[src/rtl/counter_tick_source.sv]
// Tick source for the 8-bit display counter: programmable-rate divider in auto mode,
// debounced one-shot pushbutton in manual mode, plus the debounced key level for status.
module counter_tick_source #(
  parameter int unsigned      DIV_W           = 28,
  parameter logic [DIV_W-1:0] PERIOD_0        = '0,
  parameter logic [DIV_W-1:0] PERIOD_1        = DIV_W'(49_999_999),
  parameter logic [DIV_W-1:0] PERIOD_2        = DIV_W'(99_999_999),
  parameter logic [DIV_W-1:0] PERIOD_3        = DIV_W'(199_999_999),
  parameter int unsigned      DB_W            = 20,
  parameter int unsigned      DEBOUNCE_CYCLES = 1_000_000
) (
  input  logic             Clock,
  input  logic             Clear_b,
  input  logic             Enable,
  input  logic             Mode,
  input  logic [1:0]       Rate,
  input  logic             Key_b,
  output logic             Tick,
  output logic             Key_pressed,
  output logic [DIV_W-1:0] Count
);

  typedef enum logic [1:0] {
    IDLE,
    WAIT_PRESS,
    PRESSED,
    WAIT_RELEASE
  } db_state_t;

  localparam logic [DB_W-1:0] DB_LAST = DB_W'(DEBOUNCE_CYCLES - 1);

  logic [1:0]       rate_q;
  logic [DIV_W-1:0] reload;
  logic             rate_change;
  logic             div_fire;
  logic             sync1;
  logic             sync2;
  logic             key_raw;
  db_state_t        state;
  db_state_t        next_state;
  logic [DB_W-1:0]  db_cnt;
  logic [DB_W-1:0]  db_next;
  logic             press_fire;

  always_comb begin
    reload = PERIOD_0;
    case (Rate)
      2'd0:    reload = PERIOD_0;
      2'd1:    reload = PERIOD_1;
      2'd2:    reload = PERIOD_2;
      default: reload = PERIOD_3;
    endcase
  end

  assign rate_change = (Rate != rate_q);
  assign div_fire    = !rate_change && !Mode && Enable && (Count == '0);

  // A rate change restarts the period before anything else; manual mode parks at reload.
  always_ff @(posedge Clock or negedge Clear_b) begin
    if (!Clear_b) begin
      rate_q <= 2'd0;
      Count  <= PERIOD_0;
    end else begin
      rate_q <= Rate;
      if (rate_change || Mode) begin
        Count <= reload;
      end else if (Enable) begin
        if (Count == '0) begin
          Count <= reload;
        end else begin
          Count <= Count - DIV_W'(1);
        end
      end
    end
  end

  always_ff @(posedge Clock or negedge Clear_b) begin
    if (!Clear_b) begin
      sync1 <= 1'b1;
      sync2 <= 1'b1;
    end else begin
      sync1 <= Key_b;
      sync2 <= sync1;
    end
  end

  assign key_raw = ~sync2;

  always_ff @(posedge Clock or negedge Clear_b) begin
    if (!Clear_b) begin
      state  <= IDLE;
      db_cnt <= '0;
    end else begin
      state  <= next_state;
      db_cnt <= db_next;
    end
  end

  // Any state change restarts the stability count.
  always_comb begin
    next_state = state;
    db_next    = db_cnt;
    case (state)
      IDLE: begin
        if (key_raw) begin
          next_state = WAIT_PRESS;
          db_next    = '0;
        end
      end
      WAIT_PRESS: begin
        if (!key_raw) begin
          next_state = IDLE;
          db_next    = '0;
        end else if (db_cnt == DB_LAST) begin
          next_state = PRESSED;
          db_next    = '0;
        end else begin
          db_next = db_cnt + DB_W'(1);
        end
      end
      PRESSED: begin
        if (!key_raw) begin
          next_state = WAIT_RELEASE;
          db_next    = '0;
        end
      end
      default: begin
        if (key_raw) begin
          next_state = PRESSED;
          db_next    = '0;
        end else if (db_cnt == DB_LAST) begin
          next_state = IDLE;
          db_next    = '0;
        end else begin
          db_next = db_cnt + DB_W'(1);
        end
      end
    endcase
  end

  assign press_fire = (state == WAIT_PRESS) && (next_state == PRESSED) && Mode && Enable;

  always_ff @(posedge Clock or negedge Clear_b) begin
    if (!Clear_b) begin
      Tick        <= 1'b0;
      Key_pressed <= 1'b0;
    end else begin
      Tick        <= div_fire | press_fire;
      Key_pressed <= (next_state == PRESSED) || (next_state == WAIT_RELEASE);
    end
  end

endmodule

[config.mk]
export PLATFORM = sky130hd
export DESIGN_NAME = counter_tick_source
export DESIGN_NICKNAME = d
export VERILOG_FILES = /design/src/rtl/counter_tick_source.sv
export SDC_FILE = /design/constraint.sdc
export NUM_CORES = 1
export LEC_CHECK = 0
export ABC_AREA = 1
export CORE_ASPECT_RATIO = 1.75
export CORE_MARGIN = 2
export CORE_UTILIZATION = 50
export CTS_CLUSTER_DIAMETER = 30
export DETAILED_ROUTE_END_ITERATION = 8
export PLACE_DENSITY = 0.74
export REMOVE_ABC_BUFFERS = 1
export SYNTH_ARGS = -nofsm -noshare
export SYNTH_HDL_FRONTEND = slang
export SYNTH_SLANG_ARGS = --single-unit
[constraint.sdc]
create_clock -name Clock -period 2.2 [get_ports Clock]
set_clock_uncertainty 0.1 [all_clocks]
set_input_delay 0.33 -clock Clock [delete_from_list [all_inputs] [get_ports Clock]]
set_output_delay 0.33 -clock Clock [all_outputs]
set_load 0.01 [all_outputs]
== After elaboration in Yosys (flattened, before gate mapping) ==
Cells that the tools add are included.

* Input port bits: 7
* Output and inout bits: 30
* Bits in read-only memories: 0
* RAM bits: 0
* Memories: 0
* Flip-flop bits (word level): 56
* Bits in latches: 0

* $mul: 0
* Equality and inequality tests: 10
* Muxes and demuxes: 17
* Bitwise operators: 1
* Add/sub/neg operators: 2
* $lt $le $gt $ge: 0
* Shift-type cells: 0
* Reductions and logical operators: 15
* Divide/modulo/power cells: 0

{| class="wikitable"
|+ Operators with widths
! cell !! count
|-
| 20-bit two-way mux || 5
|-
| 28-bit two-way mux || 3
|-
| 28-bit case mux with 3 select lines || 1
|-
| 20-bit case mux with 3 select lines || 1
|-
| 28-bit logical NOT || 1
|-
| 28-bit by 1-bit subtractor with 28-bit output, second input constant || 1
|-
| 20-bit by 1-bit adder with 20-bit output, second input constant || 1
|-
| 20-bit == test, second input constant || 1
|-
| 2-bit two-way mux || 6
|-
| 2-bit == test, second input constant || 4
|-
| 1-bit logical AND || 6
|-
| 2-bit case mux with 3 select lines || 1
|-
| 2-bit by 1-bit == test with 1-bit output, second input constant || 2
|-
| 2-bit logical NOT || 2
|-
| 2-bit inequality test, second input constant || 2
|-
| 1-bit logical NOT || 2
|-
| 1-bit logical OR || 2
|-
| 2-bit inequality test || 1
|-
| 2-bit AND reduction || 1
|-
| 2-bit nonzero test || 1
|-
| 1-bit OR || 1
|}

== Depth between registers and ports, before layout ==
Gate-level depths: netlist (run 1).

* Word-level depth: 9
* Mapped depth: 13
* Gate-level depth less buffers: 13

== Worst setup path after synthesis (run 1) ==
OpenSTA, ideal clock, no wires.

* Path type: register to register
* Start point: register Count[0]
* End point: register Count[27]
* Library setup time: 0.117 ns
* Data arrival time: 1.600 ns
* Buffers on the path: 0
* Path slack: 0.383 ns
* Stages on the path, launching flop included: 14
* Path through: dfrtp_1 > inv_1 > ha_1 > inv_1 > nor2_1 > nand4_1 > nor2_1 > nand2_4 > nand2_8 > inv_4 > nand2_1 > nor2_1 > nor2_1 > nor2_1

* Word-level cells in the longest chain between the ends: 4

{| class="wikitable"
|+ Ends and longest elaborated chain
! what !! RTL line !! RTL
|-
| start, declared || 20 || <nowiki>output logic [DIV_W-1:0] Count</nowiki>
|-
| start signal, assigned || 66 || <nowiki>Count <= reload;</nowiki>
|-
| start signal, assigned || 69 || <nowiki>Count <= reload;</nowiki>
|-
| start signal, assigned || 71 || <nowiki>Count <= Count - DIV_W'(1);</nowiki>
|-
| 28-bit by 1-bit subtractor with 28-bit output / 28-bit logical NOT (equally long branches) || 71, 68 ||
|-
| 28-bit two-way mux (*) || 68 || <nowiki>if (Count == '0) begin</nowiki>
|-
| 28-bit two-way mux (*) || 67 || <nowiki>end else if (Enable) begin</nowiki>
|-
| 28-bit two-way mux (*) || 65 || <nowiki>if (rate_change || Mode) begin</nowiki>
|}

Every way passes the cells marked *; elsewhere a longest branch is shown, timed or not. The select of a mux whose other input is x is not followed.
A chain may end at the register's enable or synchronous reset.

== Worst setup path after layout (run 1) ==
* Start point: register Count[16]
* End point: register Count[27]

Same word-level chain as after synthesis.

==> run metrics, run 1 <==
Hold Fails Final Rpt=0; ANT cells=0; TritonCTS clock tree=built; min-delay worst type=reg2reg; crit path cell chain=nor2_1 > nand2_1 > nor2_1 > nand2_2 > inv_2 > nand2_4 > nand2_8 > inv_4 > nand2_1 > nor2_1 > nor2_1 > nor2_1; area leader, netlist=dfrtp_1; mux cell area share after synthesis=0%; Most common cell on crit path=nor2_1; CP Class=reg2reg; Pre-antenna DRT Iters=5; ys async rst share=between 90% and 100%; post-synthesis xor/xnor area fraction=5.22%; CP Depth=12; simple-gate share of the synthesized area=between 30% and 40%; sequential fraction of the synthesis area=between 30% and 40%; unrepaired setup endpoints after global routing=no; largest net degree at the start of global routing=between 50 and 60; GR Util met2=a little over half; CP Launch Point=Count[16]; layout cell share with drive strength beyond 1=12.7%; Setup WS pre-CTS=-0.0231 ns; CTS Root Cell=clkbuf_16; peak supply drop=about 450 uV; Placeable Area=7510 um2; IO Pins=37; Setup TNS=0 ns; Initial Util=51.3%; #FFs+latches synth=56; via count=3808; Top Usage Layer GRT=met2; grt total ovfl=0; CP Max Fanout=17; post-layout worst setup margin=around 0.19 ns; max cap viols=0; most common cell after layout, fill and taps aside=nand2_1; Post-synth top flop=dfrtp_1; drt drc=0; DRT Wirelength=11000 um; worst relative slew slack=between 50% and 60%; CP max stage cell=dfrtp_1; die area=~8500 um2; first-pass GRT wire length=roughly 18000 um; most frequent cells in the layout=124 x nand2_1, 89 x nor2_1, 77 x inv_1, 54 x dfrtp_1, 35 x clkdlybuf4s50_1; Die Y=120 um; Final Setup Violations=0; gpl congestion=around 0.93; CP Data Required Time=between 2 and 2.5 ns; clock slew at reported path FFs=about 0.070 ns; Total GRT Usage=between 20% and 30%; initial antenna violation count=0; routed wire length per instance=between 15 and 20 um; Reg2Reg Capture Point=Count[27]; Post-Syn Area=roughly 3900 um2; post-synthesis compound-gate area fraction=12.0%; CTS Buf Count=5; Rows=42; fmax=498 MHz; clock tree sinks=56; nets=610; final core area utilization=61.4%; Finished Layout Cells=approximately 690; Initial DRC Count=290; Slew @ Worst Pin=0.640 ns; detailed placement HPWL=around 8500 um; largest family of logic cells by synthesized area=simple AND/OR/NAND/NOR gates; met3 usage=~3.2%; Final ANT Viol Nets=0; run status=completed; pwr/cell area=between 500 and 600 nW/um2; R2R depth=12; P&R area growth vs syn=19.5%; Max Buffers Root-to-Sink=2; Worst-Skew Late Latency=around 0.30 ns; r2r startpoint=Count[16]; Die Width=around 70 um; port bufs=36; area share of fa/ha/maj cells after synthesis=between 2 and 2.5%; Reg2Reg Setup Slack=about 0.19 ns; Post-synth EDFFs=0; Area after DPL=roughly 4400 um2; Static Leakage=2.18 nW; CP Buf/Inv Count=2; top post-synthesis cells by area=dfrtp_1 35%, nand2_1 12%, nor2_1 8.7%, inv_1 7.5%, xor2_1 4.5%; Post-Syn Area per Cell=~7 um2; Synth Warn #=0; Tmin final=2.01 ns; Critical path destination=Count[27]; via count of the first global-routing pass=~3800; final worst-path cycle share=between 90% and 100%; placed cell count=676; max incr delay on CP=0.49 ns; final std cell area, no fill=~4600 um2; Worst EP arrival=between 2 and 2.5 ns; share of the synthesized area in the top cell type=around a third; Netlist cell types=43; CP Capture Type=flop; max-slew violation count=0; delay-heaviest family, CP=simple AND/OR/NAND/NOR gates; H-tree Lvls=2; Vias/cell=between 5 and 6; nature of the critical path startpoint=flop; routing usage on met1=approximately a quarter; Filler cells=703; Synth Instances=537
-- registers in the layout (all words and copies together) (netlist names) --
signal	cells
rate_q	2
sync1	1
Tick	1
db_cnt	20
Key_pressed	1
state	2
Count	28
sync2	1
-- Yosys cell counts (3+ instances only) --
master	count
nor2_1	89
nand4_1	11
xnor2_1	3
ha_1	7
nor2_2	8
xor2_1	20
or2_2	3
a21oi_1	20
nand2_2	3
o22ai_2	9
nand3_1	29
inv_2	6
nand2_1	124
o21ai_0	20
inv_1	77
dfrtp_1	54
o22ai_1	10
nor3_1	7
nor3_2	4
o21ai_1	3
-- stage by stage --
step                      total power (W)  hold slack [ns]
after floorplan                   0.00148          -0.0656
after global placement            0.00176            0.247
after detailed placement          0.00178            0.247
after CTS                         0.00270            0.258
after global routing              0.00280            0.262
final                             0.00269            0.257
-- cells by family (layout without fill, tap and decap cells) --
family	count (synthesis)	count (layout)
xor+xnor	23	23
fa+ha+maj	7	7
buf+inv	90	150
flops	56	56
simple gates	290	290
compound gates	71	71
-- cell type report --
class | instances | area (um2) | area share, %
Sequential cell | 56 | 1400 | 30.4
Multi-Input combinational cell | 391 | 2080 | 45.1
Timing Repair Buffer | 58 | 536 | 11.6
Tap cell | 88 | 110 | 2.39
Inverter | 84 | 318 | 6.89
Clock inverter | 2 | 35.0 | 0.760
Clock buffer | 6 | 129 | 2.80
-- timing repair --
action,4_1_cts,5_1_grt
resized for setup,0,0
setup buffers,0,0
endpoints found under the hold margin,54,0
hold buffers,1,0
-- report_power, final --
part           switching [W]  internal [W]
clock               0.000388      0.000537
combinational       0.000333      0.000256
sequential         0.0000860       0.00109
-- layer usage --
layer / share of wire, % / wire, um
met1: 34 / 3740
met2: 55 / 6050
met3: 4.0 / 437
met4: 6.7 / 732
met5: 0 / 0
-- worst min-delay path by stage --
| stage | startpoint | end | slack, ns | cells after the start |
|---|---|---|---|---|
| finish | sync1 | sync2 | 0.26 | 0 |
| global route | sync1 | sync2 | 0.26 | 0 |
| CTS | sync1 | sync2 | 0.26 | 0 |
| detailed placement | sync1 | sync2 | 0.25 | 0 |
| global placement | sync1 | sync2 | 0.25 | 0 |
| floorplan | Clear_b | Count[0] | -0.07 | 0 |
No activity file was read; power rests on OpenSTA's default activity.
==> run 2, diff against run 1 <==
Settings changed: CORE_MARGIN 2 to 5.
==> run 2 against run 1 <==
  * Count of clock-buffer cells in the layout increased by 2
  * Largest cell class unchanged
  * Largest power group unchanged
  * Setup slack improved by 0.012 ns
  * Critical path depth increased by 1
==> run metrics, run 2 (synthesized netlist as in run 1, its figures left out) <==
run status=completed; hold wc startpoint=sync1; IO Pins=37 (unchanged); clock slew at reported path FFs=0.07 ns (about the same); detailed placement HPWL=8820 um (+4.4%); routed wire length per instance=16.1 um (+0.48%); CTS Buf Count=5 (unchanged); CP Class=reg2reg; Die Width=76.4 um (+8.5%); pwr/cell area=561 nW/um2 (-3.9%); port bufs=36 (unchanged); max-slew violation count=0 (unchanged); placed cell count=677 (+0.15%); crit path cell chain=inv_1 > ha_1 > inv_1 > nor2_1 > nand4_1 > nor2_2 > nand2_4 > nand2_8 > inv_4 > nand2_1 > nor2_1 > nor2_1 > nor2_1; hold slack final=0.267 ns (+0.00980 ns); CTS Root Cell=clkbuf_16; Most common cell on crit path=nor2_1; P&R area growth vs syn=20.1%; most common cell after layout, fill and taps aside=nand2_1; GR Util met2=44.4% (-8.0 points); max reg flops=28 (unchanged); Hold Fails Final Rpt=0 (unchanged); Pre-antenna DRT Iters=4 (-1); CP Depth=13 (+1); Tmin final=2.00 ns (-0.0122 ns); Vias/cell=5.45 (-1.9%); CP Buf/Inv Count=3 (+1); R2R depth=13 (+1); fmax=501 MHz (+0.61%); CP Max Fanout=11 (-6); clock tree sinks=56 (unchanged); grt total ovfl=0 (unchanged); CP Data Required Time=2.29 ns (about the same); Placeable Area=7570 um2 (+0.70%); die area=9640 um2 (+14%); nets=615 (+0.82%); Worst-Skew Late Latency=0.30 ns (about the same); Static Leakage=2.19 nW (+0.69%); ANT cells=0 (unchanged); via count=3762 (-1.2%); min-delay worst type=reg2reg; Final Setup Violations=0 (unchanged); DRT Wirelength=11100 um (+1.2%); Slew @ Worst Pin=0.557 ns (-0.0831 ns); routing usage on met1=22.4% (-3.0 points); largest net degree at the start of global routing=57 (unchanged); max incr delay on CP=0.41 ns (-0.08 ns); r2r startpoint=Count[1]; layout cell share with drive strength beyond 1=13.5% (+0.72 points); Hold Path Stages=0 (unchanged); first-pass GRT wire length=18100 um (+2.5%); unrepaired setup endpoints after global routing=no; Largest Register=Count; met3 usage=3.07% (-0.095 points); CP max stage cell=dfrtp_1; final std cell area, no fill=4630 um2 (+0.49%); Die Y=126 um (+5.0%); Filler cells=736 (+4.7%); via count of the first global-routing pass=3851 (+0.44%); CP Capture Type=flop; initial antenna violation count=0 (unchanged); final worst-path cycle share=90.8% (-0.55 points); Finished Layout Cells=690 (+0.73%); Total GRT Usage=23.4% (-3.5 points); most frequent cells in the layout=124 x nand2_1, 88 x nor2_1, 77 x inv_1, 54 x dfrtp_1, 35 x clkdlybuf4s50_1; TritonCTS clock tree=built; worst relative slew slack=62.5% (+5.6 points); Area after DPL=4440 um2 (+0.17%); Largest regs=Count (28), db_cnt (20); nature of the critical path startpoint=flop; Final ANT Viol Nets=0 (unchanged); Top Usage Layer GRT=met2; peak supply drop=506 uV (+14%); Rows=42 (unchanged); Max Buffers Root-to-Sink=2 (unchanged); Setup TNS=0 ns (unchanged); CP Launch Point=Count[1]; Setup WS pre-CTS=0.0515 ns (+0.0746 ns); Initial DRC Count=227 (-22%); drt drc=0 (unchanged); max cap viols=0 (unchanged); Initial Util=51.0% (-0.36 points); delay-heaviest family, CP=simple AND/OR/NAND/NOR gates; Worst EP arrival=2.09 ns (-0.02 ns); post-layout worst setup margin=0.202 ns (+0.0122 ns); gpl congestion=0.980 (+5.0%); H-tree Lvls=2 (unchanged)
-- run 2: changes by cell type in the layout (fill, tap and decap cells not counted), sizes merged --
cell / previous run / this run
clkinv: 1 / 0
clkbuf: 6 / 8
buf: 22 / 27
bufinv: 1 / 0
-- run 2: area by class of cell --
class,count,area [um2],area share (%)
Clock buffer,8,146,3.16
Inverter,84,318,6.86
Multi-Input combinational cell,391,2080,44.9
Sequential cell,56,1400,30.3
Tap cell,88,110,2.38
Timing Repair Buffer,63,573,12.4
-- run 2: power by group --
| part | total, W | internal (W) | switching, W | leakage (nW) |
|---|---|---|---|---|
| clock network | 0.000819 | 0.000456 | 0.000363 | 0.0712 |
| logic | 0.000600 | 0.000263 | 0.000337 | 1.42 |
| registers | 0.00118 | 0.00109 | 0.0000873 | 0.703 |
-- run 2: worst paths after layout --
check	end	slack [ns]
setup / recovery	Count[27]	0.20
hold / removal	sync2	0.27
setup reg to reg	Count[27]	0.20
hold reg to reg	sync2	0.27
max in group asynchronous	sync2	1.23
min in group asynchronous	Count[7]	0.45
-- run 2: layer usage --
layer / routed length [um] / vias to the layer above
met1: 3580 / 1756
met3: 500 / 48
li1: - / 1841
met5: 0 / -
met2: 6260 / 117
met4: 759 / 0
-- run 2: worst register-to-register path, cell delays in order, from the launching register on --
cell	delay, ns
dfrtp_1	0.41
inv_1	0.14
ha_1	0.22
inv_1	0.05
nor2_1	0.12
nand4_1	0.11
nor2_2	0.14
nand2_4	0.12
nand2_8	0.15
inv_4	0.09
nand2_1	0.08
nor2_1	0.04
nor2_1	0.08
nor2_1	0.04
-- run 2: what timing repair did --
item	in CTS	in global routing
setup endpoints to repair	0	17
resized for setup	0	1
hold endpoints to repair	54	0
hold buffers	1	0
setup buffers	0	4
-- run 2: per-stage QoR --
| stage | total power [W] | utilization [%] |
|---|---|---|
| after floorplan | 0.00148 | - |
| after global placement | 0.00178 | 58.7 |
| after detailed placement | 0.00179 | 58.7 |
| after CTS | 0.00261 | 60.8 |
| after global routing | 0.00272 | 61.2 |
| final | 0.00260 | 61.2 |
